**config.mk**
```make
export PLATFORM = sky130hd
export DESIGN_NAME = usb_tx_line_encoder_flat
export DESIGN_NICKNAME = d
export VERILOG_FILES = /design/src/rtl/usb_tx_line_encoder_pkg.sv /design/src/rtl/usb_tx_line_encoder_if.sv /design/src/rtl/usb_tx_line_encoder_tx_byte_fifo.sv /design/src/rtl/usb_tx_line_encoder.sv /design/src/flat_wrapper.sv
export SDC_FILE = /design/constraint.sdc
export NUM_CORES = 1
export LEC_CHECK = 0
export CORE_MARGIN = 2
export CORE_UTILIZATION = 45
export DETAILED_ROUTE_END_ITERATION = 10
export PLACE_DENSITY = 0.71
export SKIP_CTS_REPAIR_TIMING = 1
export SYNTH_ARGS = -nofsm -noshare
export SYNTH_HDL_FRONTEND = slang
export SYNTH_SLANG_ARGS = --single-unit
```
**constraint.sdc**
```tcl
create_clock -name clk -period 4.1 [get_ports clk]
set_input_delay 0.82 -clock clk [delete_from_list [all_inputs] [get_ports clk]]
set_output_delay 0.82 -clock clk [all_outputs]
set_load 0.05 [all_outputs]
```
**src/rtl/usb_tx_line_encoder_pkg.sv**
```systemverilog
// Shared types and constants for the USB transmit line encoder.
//   state_t      : encoder FSM states
//   SYNC_PATTERN : SYNC byte, shifted out LSB first (00000001)
//   STUFF_LIMIT  : run of 1s after which a 0 is inserted
//   line_t       : {dp, dm} line pair, full-speed polarity
package usb_tx_pkg;

  typedef enum logic [1:0] {IDLE, SYNC, DATA, EOP} state_t;

  localparam logic [7:0]  SYNC_PATTERN = 8'h80;
  localparam int unsigned STUFF_LIMIT  = 6;

  typedef struct packed {
    logic dp;
    logic dm;
  } line_t;

  localparam line_t J_FS = 2'b10;
  localparam line_t K_FS = 2'b01;
  localparam line_t SE0  = 2'b00;

endpackage

```
**src/rtl/usb_tx_line_encoder_if.sv**
```systemverilog
// Stream and line signals of the USB transmit line encoder.
//   master : packet-assembly side (drives start/data/valid/last)
//   slave  : encoder side (drives ready, lines and status)
interface usb_tx_line_encoder_if;
  logic       tx_start;
  logic [7:0] tx_data;
  logic       tx_valid;
  logic       tx_last;
  logic       tx_ready;
  logic       d_plus;
  logic       d_minus;
  logic       tx_busy;
  logic       tx_done;
  logic       tx_underrun;

  modport master (
    output tx_start, tx_data, tx_valid, tx_last,
    input  tx_ready, d_plus, d_minus, tx_busy, tx_done, tx_underrun
  );

  modport slave (
    input  tx_start, tx_data, tx_valid, tx_last,
    output tx_ready, d_plus, d_minus, tx_busy, tx_done, tx_underrun
  );
endinterface

```
**src/rtl/usb_tx_line_encoder_tx_byte_fifo.sv**
```systemverilog
// Byte FIFO for the USB transmit encoder; each entry is {last, data[7:0]}.
//   clk, rst : clock, synchronous active-high reset (flushes the FIFO)
//   push     : write wr_entry (taken when not full, or when popping)
//   pop      : discard head entry (ignored when empty)
//   rd_entry : head entry, valid while !empty
//   full, empty, count : occupancy status
module tx_byte_fifo #(
  parameter int FIFO_DEPTH = 4
) (
  input  logic                          clk,
  input  logic                          rst,
  input  logic                          push,
  input  logic [8:0]                    wr_entry,
  input  logic                          pop,
  output logic [8:0]                    rd_entry,
  output logic                          full,
  output logic                          empty,
  output logic [$clog2(FIFO_DEPTH):0]   count
);
  localparam int AW = $clog2(FIFO_DEPTH);

  logic [8:0]    mem [FIFO_DEPTH];
  logic [AW-1:0] wr_ptr;
  logic [AW-1:0] rd_ptr;
  logic          do_push;
  logic          do_pop;

  assign full     = (count == (AW+1)'(FIFO_DEPTH));
  assign empty    = (count == '0);
  assign do_pop   = pop && !empty;
  assign do_push  = push && (!full || do_pop);
  assign rd_entry = mem[rd_ptr];

  always_ff @(posedge clk) begin
    if (do_push) mem[wr_ptr] <= wr_entry;
  end

  // Pointers wrap naturally because the depth is a power of two.
  always_ff @(posedge clk) begin
    if (rst) begin
      wr_ptr <= '0;
      rd_ptr <= '0;
      count  <= '0;
    end else begin
      if (do_push) wr_ptr <= wr_ptr + 1'b1;
      if (do_pop)  rd_ptr <= rd_ptr + 1'b1;
      count <= count + (AW+1)'(do_push) - (AW+1)'(do_pop);
    end
  end
endmodule

```
**src/rtl/usb_tx_line_encoder.sv**
```systemverilog
// USB transmit line encoder: buffers packet bytes and drives D+/D- with
// SYNC, NRZI bit-stuffed data (LSB first) and EOP.
//   clk, rst : clock, synchronous active-high reset
//   bus      : stream input (tx_start/tx_data/tx_valid/tx_last/tx_ready),
//              line outputs (d_plus/d_minus) and status (tx_busy/tx_done/tx_underrun)
//
//   state | meaning
//   IDLE  | lines at J, waiting for tx_start
//   SYNC  | shifting out the SYNC pattern
//   DATA  | shifting out FIFO bytes with stuffing
//   EOP   | SE0 for two bit times, then J for one
module usb_tx_line_encoder
  import usb_tx_pkg::*;
#(
  parameter int CLKS_PER_BIT = 8,
  parameter int FIFO_DEPTH   = 4,
  parameter bit LOW_SPEED    = 1'b0
) (
  input  logic                  clk,
  input  logic                  rst,
  usb_tx_line_encoder_if.slave  bus
);
  localparam int CNT_W = (CLKS_PER_BIT > 1) ? $clog2(CLKS_PER_BIT) : 1;
  localparam logic [CNT_W-1:0] CNT_MAX = CNT_W'(CLKS_PER_BIT - 1);

  state_t     state, state_nxt;
  logic [CNT_W-1:0] bit_cnt;
  logic [7:0] shreg, shreg_nxt;
  logic [2:0] bits_left, bits_left_nxt;
  logic [2:0] ones_cnt, ones_cnt_nxt;
  logic       last_seen, last_seen_nxt;
  logic [1:0] eop_cnt, eop_cnt_nxt;
  logic       lvl, lvl_nxt;          // NRZI level, 1 = J
  logic       se0, se0_nxt;
  logic       done_r, done_nxt;
  logic       underrun_r, underrun_nxt;

  logic       start_ok;
  logic       boundary;
  logic       fifo_pop;
  logic [8:0] fifo_rd;
  logic       fifo_full;
  logic       fifo_empty;
  logic [$clog2(FIFO_DEPTH):0] unused_fifo_count;
  line_t      line_fs;

  tx_byte_fifo #(.FIFO_DEPTH(FIFO_DEPTH)) u_fifo (
    .clk      (clk),
    .rst      (rst),
    .push     (bus.tx_valid && bus.tx_ready),
    .wr_entry ({bus.tx_last, bus.tx_data}),
    .pop      (fifo_pop),
    .rd_entry (fifo_rd),
    .full     (fifo_full),
    .empty    (fifo_empty),
    .count    (unused_fifo_count)
  );

  assign start_ok = (state == IDLE) && bus.tx_start;
  assign boundary = (state != IDLE) && (bit_cnt == CNT_MAX);

  always_ff @(posedge clk) begin
    if (rst) begin
      state      <= IDLE;
      bit_cnt    <= '0;
      shreg      <= '0;
      bits_left  <= '0;
      ones_cnt   <= '0;
      last_seen  <= 1'b0;
      eop_cnt    <= '0;
      lvl        <= 1'b1;
      se0        <= 1'b0;
      done_r     <= 1'b0;
      underrun_r <= 1'b0;
    end else begin
      state      <= state_nxt;
      shreg      <= shreg_nxt;
      bits_left  <= bits_left_nxt;
      ones_cnt   <= ones_cnt_nxt;
      last_seen  <= last_seen_nxt;
      eop_cnt    <= eop_cnt_nxt;
      lvl        <= lvl_nxt;
      se0        <= se0_nxt;
      done_r     <= done_nxt;
      underrun_r <= underrun_nxt;
      if (start_ok || boundary || state == IDLE) bit_cnt <= '0;
      else                                       bit_cnt <= bit_cnt + 1'b1;
    end
  end

  // Each branch below decides the bit that occupies the next bit time.
  always_comb begin
    state_nxt     = state;
    shreg_nxt     = shreg;
    bits_left_nxt = bits_left;
    ones_cnt_nxt  = ones_cnt;
    last_seen_nxt = last_seen;
    eop_cnt_nxt   = eop_cnt;
    lvl_nxt       = lvl;
    se0_nxt       = se0;
    done_nxt      = 1'b0;
    underrun_nxt  = 1'b0;
    fifo_pop      = 1'b0;
    case (state)
      IDLE: begin
        if (bus.tx_start) begin
          state_nxt     = SYNC;
          shreg_nxt     = SYNC_PATTERN >> 1;
          bits_left_nxt = 3'd7;
          last_seen_nxt = 1'b0;
          se0_nxt       = 1'b0;
          lvl_nxt       = SYNC_PATTERN[0] ? lvl : ~lvl;
          ones_cnt_nxt  = SYNC_PATTERN[0] ? 3'd1 : 3'd0;
        end
      end
      SYNC, DATA: begin
        if (boundary) begin
          if (ones_cnt == 3'(STUFF_LIMIT)) begin
            // stuffed 0 takes priority, so it also lands before EOP
            lvl_nxt      = ~lvl;
            ones_cnt_nxt = 3'd0;
          end else if (bits_left != 3'd0) begin
            lvl_nxt       = shreg[0] ? lvl : ~lvl;
            ones_cnt_nxt  = shreg[0] ? ones_cnt + 3'd1 : 3'd0;
            shreg_nxt     = shreg >> 1;
            bits_left_nxt = bits_left - 3'd1;
          end else if (last_seen || fifo_empty) begin
            // empty is the registered flag, so a same-cycle push is too late
            underrun_nxt = !last_seen;
            state_nxt    = EOP;
            se0_nxt      = 1'b1;
            eop_cnt_nxt  = 2'd0;
          end else begin
            fifo_pop      = 1'b1;
            lvl_nxt       = fifo_rd[0] ? lvl : ~lvl;
            ones_cnt_nxt  = fifo_rd[0] ? ones_cnt + 3'd1 : 3'd0;
            shreg_nxt     = fifo_rd[7:0] >> 1;
            bits_left_nxt = 3'd7;
            last_seen_nxt = fifo_rd[8];
            state_nxt     = DATA;
          end
        end
      end
      EOP: begin
        if (boundary) begin
          case (eop_cnt)
            2'd0: eop_cnt_nxt = 2'd1;
            2'd1: begin
              se0_nxt     = 1'b0;
              lvl_nxt     = 1'b1;
              eop_cnt_nxt = 2'd2;
            end
            default: begin
              state_nxt = IDLE;
              done_nxt  = 1'b1;
            end
          endcase
        end
      end
      default: state_nxt = IDLE;
    endcase
  end

  assign line_fs = se0 ? SE0 : (lvl ? J_FS : K_FS);

  // Low speed swaps the J/K polarity; SE0 is unaffected by the swap.
  assign bus.d_plus      = LOW_SPEED ? line_fs.dm : line_fs.dp;
  assign bus.d_minus     = LOW_SPEED ? line_fs.dp : line_fs.dm;
  assign bus.tx_ready    = !fifo_full;
  assign bus.tx_busy     = (state != IDLE);
  assign bus.tx_done     = done_r;
  assign bus.tx_underrun = underrun_r;
endmodule

```
**src/flat_wrapper.sv**
```systemverilog
// flat-port wrapper written by rule: the top's interface ports become plain ports
module usb_tx_line_encoder_flat import usb_tx_pkg::*;
#(
  parameter int CLKS_PER_BIT = 8,
  parameter int FIFO_DEPTH   = 4,
  parameter bit LOW_SPEED    = 1'b0
)
  (clk, rst, bus_tx_start, bus_tx_data, bus_tx_valid, bus_tx_last, bus_tx_ready, bus_d_plus, bus_d_minus, bus_tx_busy, bus_tx_done, bus_tx_underrun);
  usb_tx_line_encoder_if bus_i ();
  input  logic clk;
  input  logic rst;
  input wire logic [$bits(bus_i.tx_start)-1:0] bus_tx_start;
  input wire logic [$bits(bus_i.tx_data)-1:0] bus_tx_data;
  input wire logic [$bits(bus_i.tx_valid)-1:0] bus_tx_valid;
  input wire logic [$bits(bus_i.tx_last)-1:0] bus_tx_last;
  output wire logic [$bits(bus_i.tx_ready)-1:0] bus_tx_ready;
  output wire logic [$bits(bus_i.d_plus)-1:0] bus_d_plus;
  output wire logic [$bits(bus_i.d_minus)-1:0] bus_d_minus;
  output wire logic [$bits(bus_i.tx_busy)-1:0] bus_tx_busy;
  output wire logic [$bits(bus_i.tx_done)-1:0] bus_tx_done;
  output wire logic [$bits(bus_i.tx_underrun)-1:0] bus_tx_underrun;
  assign bus_i.tx_start = bus_tx_start;
  assign bus_i.tx_data = bus_tx_data;
  assign bus_i.tx_valid = bus_tx_valid;
  assign bus_i.tx_last = bus_tx_last;
  assign bus_tx_ready = bus_i.tx_ready;
  assign bus_d_plus = bus_i.d_plus;
  assign bus_d_minus = bus_i.d_minus;
  assign bus_tx_busy = bus_i.tx_busy;
  assign bus_tx_done = bus_i.tx_done;
  assign bus_tx_underrun = bus_i.tx_underrun;
  usb_tx_line_encoder #(.CLKS_PER_BIT(CLKS_PER_BIT), .FIFO_DEPTH(FIFO_DEPTH), .LOW_SPEED(LOW_SPEED)) u_core (.clk(clk), .rst(rst), .bus(bus_i));
endmodule
```
==> results.cfg <==
[sta]
relSlewSlack_pct = 21.8
min_period_over_period_pct = 69.8
skew_ns = 0.00793
slew_violations = 0
whs_ns = 0.432
worst_slack_ns = 1.24
setup_viol = 0
max_freq_mhz = 349
tns_ns = 0
rsz0062_at_grt = no
hold_violations = 0
post-route-min-period_ns = 2.86
tightest_slew_ns = 1.17

[setup_path]
worst_path_max_delay_cell = ha_1
path_buf_inv = 2
crit_top_cell = ha_1
crit_fanout = 15
startpoint = u_core.state[1]$_SDFFE_PP0P_
setup.worst_path.class = reg2reg
critPathTopFamily = adder cells
cp.arrival_ns = 3.06
slowest_delay_ns = 0.54
critPathRequiredTime_ns = 4.29
worstSetupEndpointType = flip-flop
worstPathCellList = inv_1 > ha_1 > nand3_1 > nor3_1 > ha_1 > inv_1 > ha_1 > fa_1 > nor2b_1
r2r_start = u_core.state[1]$_SDFFE_PP0P_
critPathLaunchType = flip-flop

[global_routing]
grt_pass1_wl_um = 8760
antenna_found_initial = 0
grt_max_degree = 33
grt_usage_pct = 15.3
grt.overflow.total = 0
grt_pass1_vias = 1881

[cts]
cts-buffers-inserted = 9
cts_tree = yes
htreeDepth = 3
cts_max_path_buffers = 2
clock_latency_ns = 0.34
cts-root-buf = clkbuf_8
cts_sinks = 70
path_clk_slew_ns = 0.08

[final_layout]
n_antenna_cell = 0
drive_gt1_share_pct = 8.36
syn_to_final_growth_pct = 13.2
finalNonFillerCells = 355
fillers = 595
fin_area_um2 = 3510
nNetsFinal = 299

[power_and_ir_drop]
leakagePower_nw = 1.24
p_per_area_nw_per_um2 = 623
max-vdd-ir-drop_mv = 0.362

[floorplanning]
die_x_um = 87.0
start_util_pct = 46.2
core-area_um2 = 6720
die_area_um2 = 7570
ios = 19
std_cell_rows = 30
die_h_um = 87.0

[yosys]
yosysWarnings = 0
ys_top_cells_by_area = edfxtp_1 35%, dfxtp_1 22%, mux4_1 6.8%, ha_1 6.1%, nor2_1 2.5%
synth_nets = 279
synthDominantCellAreaShare_pct = 34.9
synth_cell_types = 49
synthesis.area_um2 = 3100
yosysMostFrequentCell = edfxtp_1
avgSynthCellArea_um2 = 12.4
synth-seq-area-share_pct = 56.8
async_reset_ff_share_pct = 0
synth_area_leader_cell = edfxtp_1
synth_edf_count = 36
ys_ff_latch = 70
synthFlopType = edfxtp_1
postSynthCellCount = 250
yosys-top-cells-count = 36 x edfxtp_1, 34 x dfxtp_1, 21 x nor2_1

[detailed_routing]
drtPass1Iterations = 4
vias = 1901
drtIter0Drc = 80
via_per_inst = 5.35
detail-route-antenna-nets = 0
wl_um = 5110
drc_errors = 0
wl_per_cell_um = 14.4

[placed_design]
port_buffers = 18
place_congestion = 0.805
dp_hpwl_um = 3590
place.detailed.instances = 339
dp_slack_ns = 1.25
place_area_um2 = 3330

[worst_hold_path]
min_from = u_core.bit_cnt[0]$_SDFF_PP0_
hold_class = reg2reg

[status]
status = finished, final reports clean

[run]
drv_cap = 0
[layout by cell type, fill, tap and decap left out, types with 8 or more instances in the layout]
cell,synthesis,layout
a21oi_1,9,9
clkbuf_8,0,9
clkdlybuf4s50_1,0,18
dfxtp_1,34,34
edfxtp_1,36,36
ha_1,15,15
inv_1,18,18
mux4_1,8,8
nand2_1,14,14
nor2_1,21,21
[worst reg2reg max path, cell delays in order, from the launching register on]
cell	delay, ns
dfxtp_1	0.36
inv_1	0.07
ha_1	0.54
nand3_1	0.27
nor3_1	0.39
ha_1	0.31
inv_1	0.05
ha_1	0.16
fa_1	0.42
nor2b_1	0.14
[through the flow]
step | util, % | power [mW]
floorplan | - | 1.51
global placement | 49.5 | 1.67
detailed placement | 49.5 | 1.70
CTS | 52.3 | 2.21
global route | 52.3 | 2.34
finish | 52.3 | 2.19
[report_power, final]
part	internal (mW)	switching (mW)	leakage, nW	total (mW)
Clock	0.232	0.278	0.0892	0.510
Combinational	0.302	0.495	0.547	0.796
Sequential	0.834	0.0492	0.607	0.883
Total	1.37	0.822	1.24	2.19
[area by class of cell]
type | instances | area [um^2] | share of cell area (%)
multi-input cells | 153 | 1220 | 34.7
flip-flops and latches | 70 | 1760 | 50.2
well taps | 80 | 100 | 2.85
clock buffers | 9 | 124 | 3.53
repair buffers | 18 | 180 | 5.13
inverters | 18 | 67.6 | 1.92
clock inverters | 7 | 61.3 | 1.75
[sequential cells by signal (all words and copies together) (netlist names), 2 cells and up, named ones only]
name	flops
u_core.u_fifo.rd_ptr	2
u_core.u_fifo.count	3
u_core.u_fifo.wr_ptr	2
u_core.bits_left	3
u_core.u_fifo.mem	36
u_core.shreg	7
u_core.eop_cnt	2
u_core.ones_cnt	3
u_core.state	2
u_core.bit_cnt	3
[layer usage]
| metal | GRT usage, % | vias to the layer above | wire length (um) |
|---|---|---|---|
| met3 | 5.40 | 2 | 212 |
| met1 | 19.6 | 897 | 2390 |
| li1 | - | 965 | - |
| met4 | 5.11 | 0 | 27 |
| met5 | 0 | - | 0 |
| met2 | 24.2 | 37 | 2480 |
[worst paths after layout]
kind,endpoint,slack [ns],cells past startpoint
worst max-delay path,u_core.u_fifo.count[1]$_SDFF_PP0_,1.24,9
worst min-delay path,u_core.bit_cnt[0]$_SDFF_PP0_,0.43,1
worst max register to register,u_core.u_fifo.count[1]$_SDFF_PP0_,1.24,9
worst min register to register,u_core.bit_cnt[0]$_SDFF_PP0_,0.43,1
[kinds of logic (layout without fill, tap and decap cells)]
group / Yosys count / count (layout) / synth area share, %
AOI/OAI and AO/OA: 42 / 42 / 9.60
xor gates and xnor gates: 5 / 5 / 1.41
and+or+nand+nor: 77 / 77 / 12.7
DFF: 70 / 70 / 56.8
muxes: 13 / 13 / 8.79
adders and majority gates: 16 / 16 / 6.70
buffers and inverters: 27 / 52 / 3.95
(Power assumes the default switching activity.)
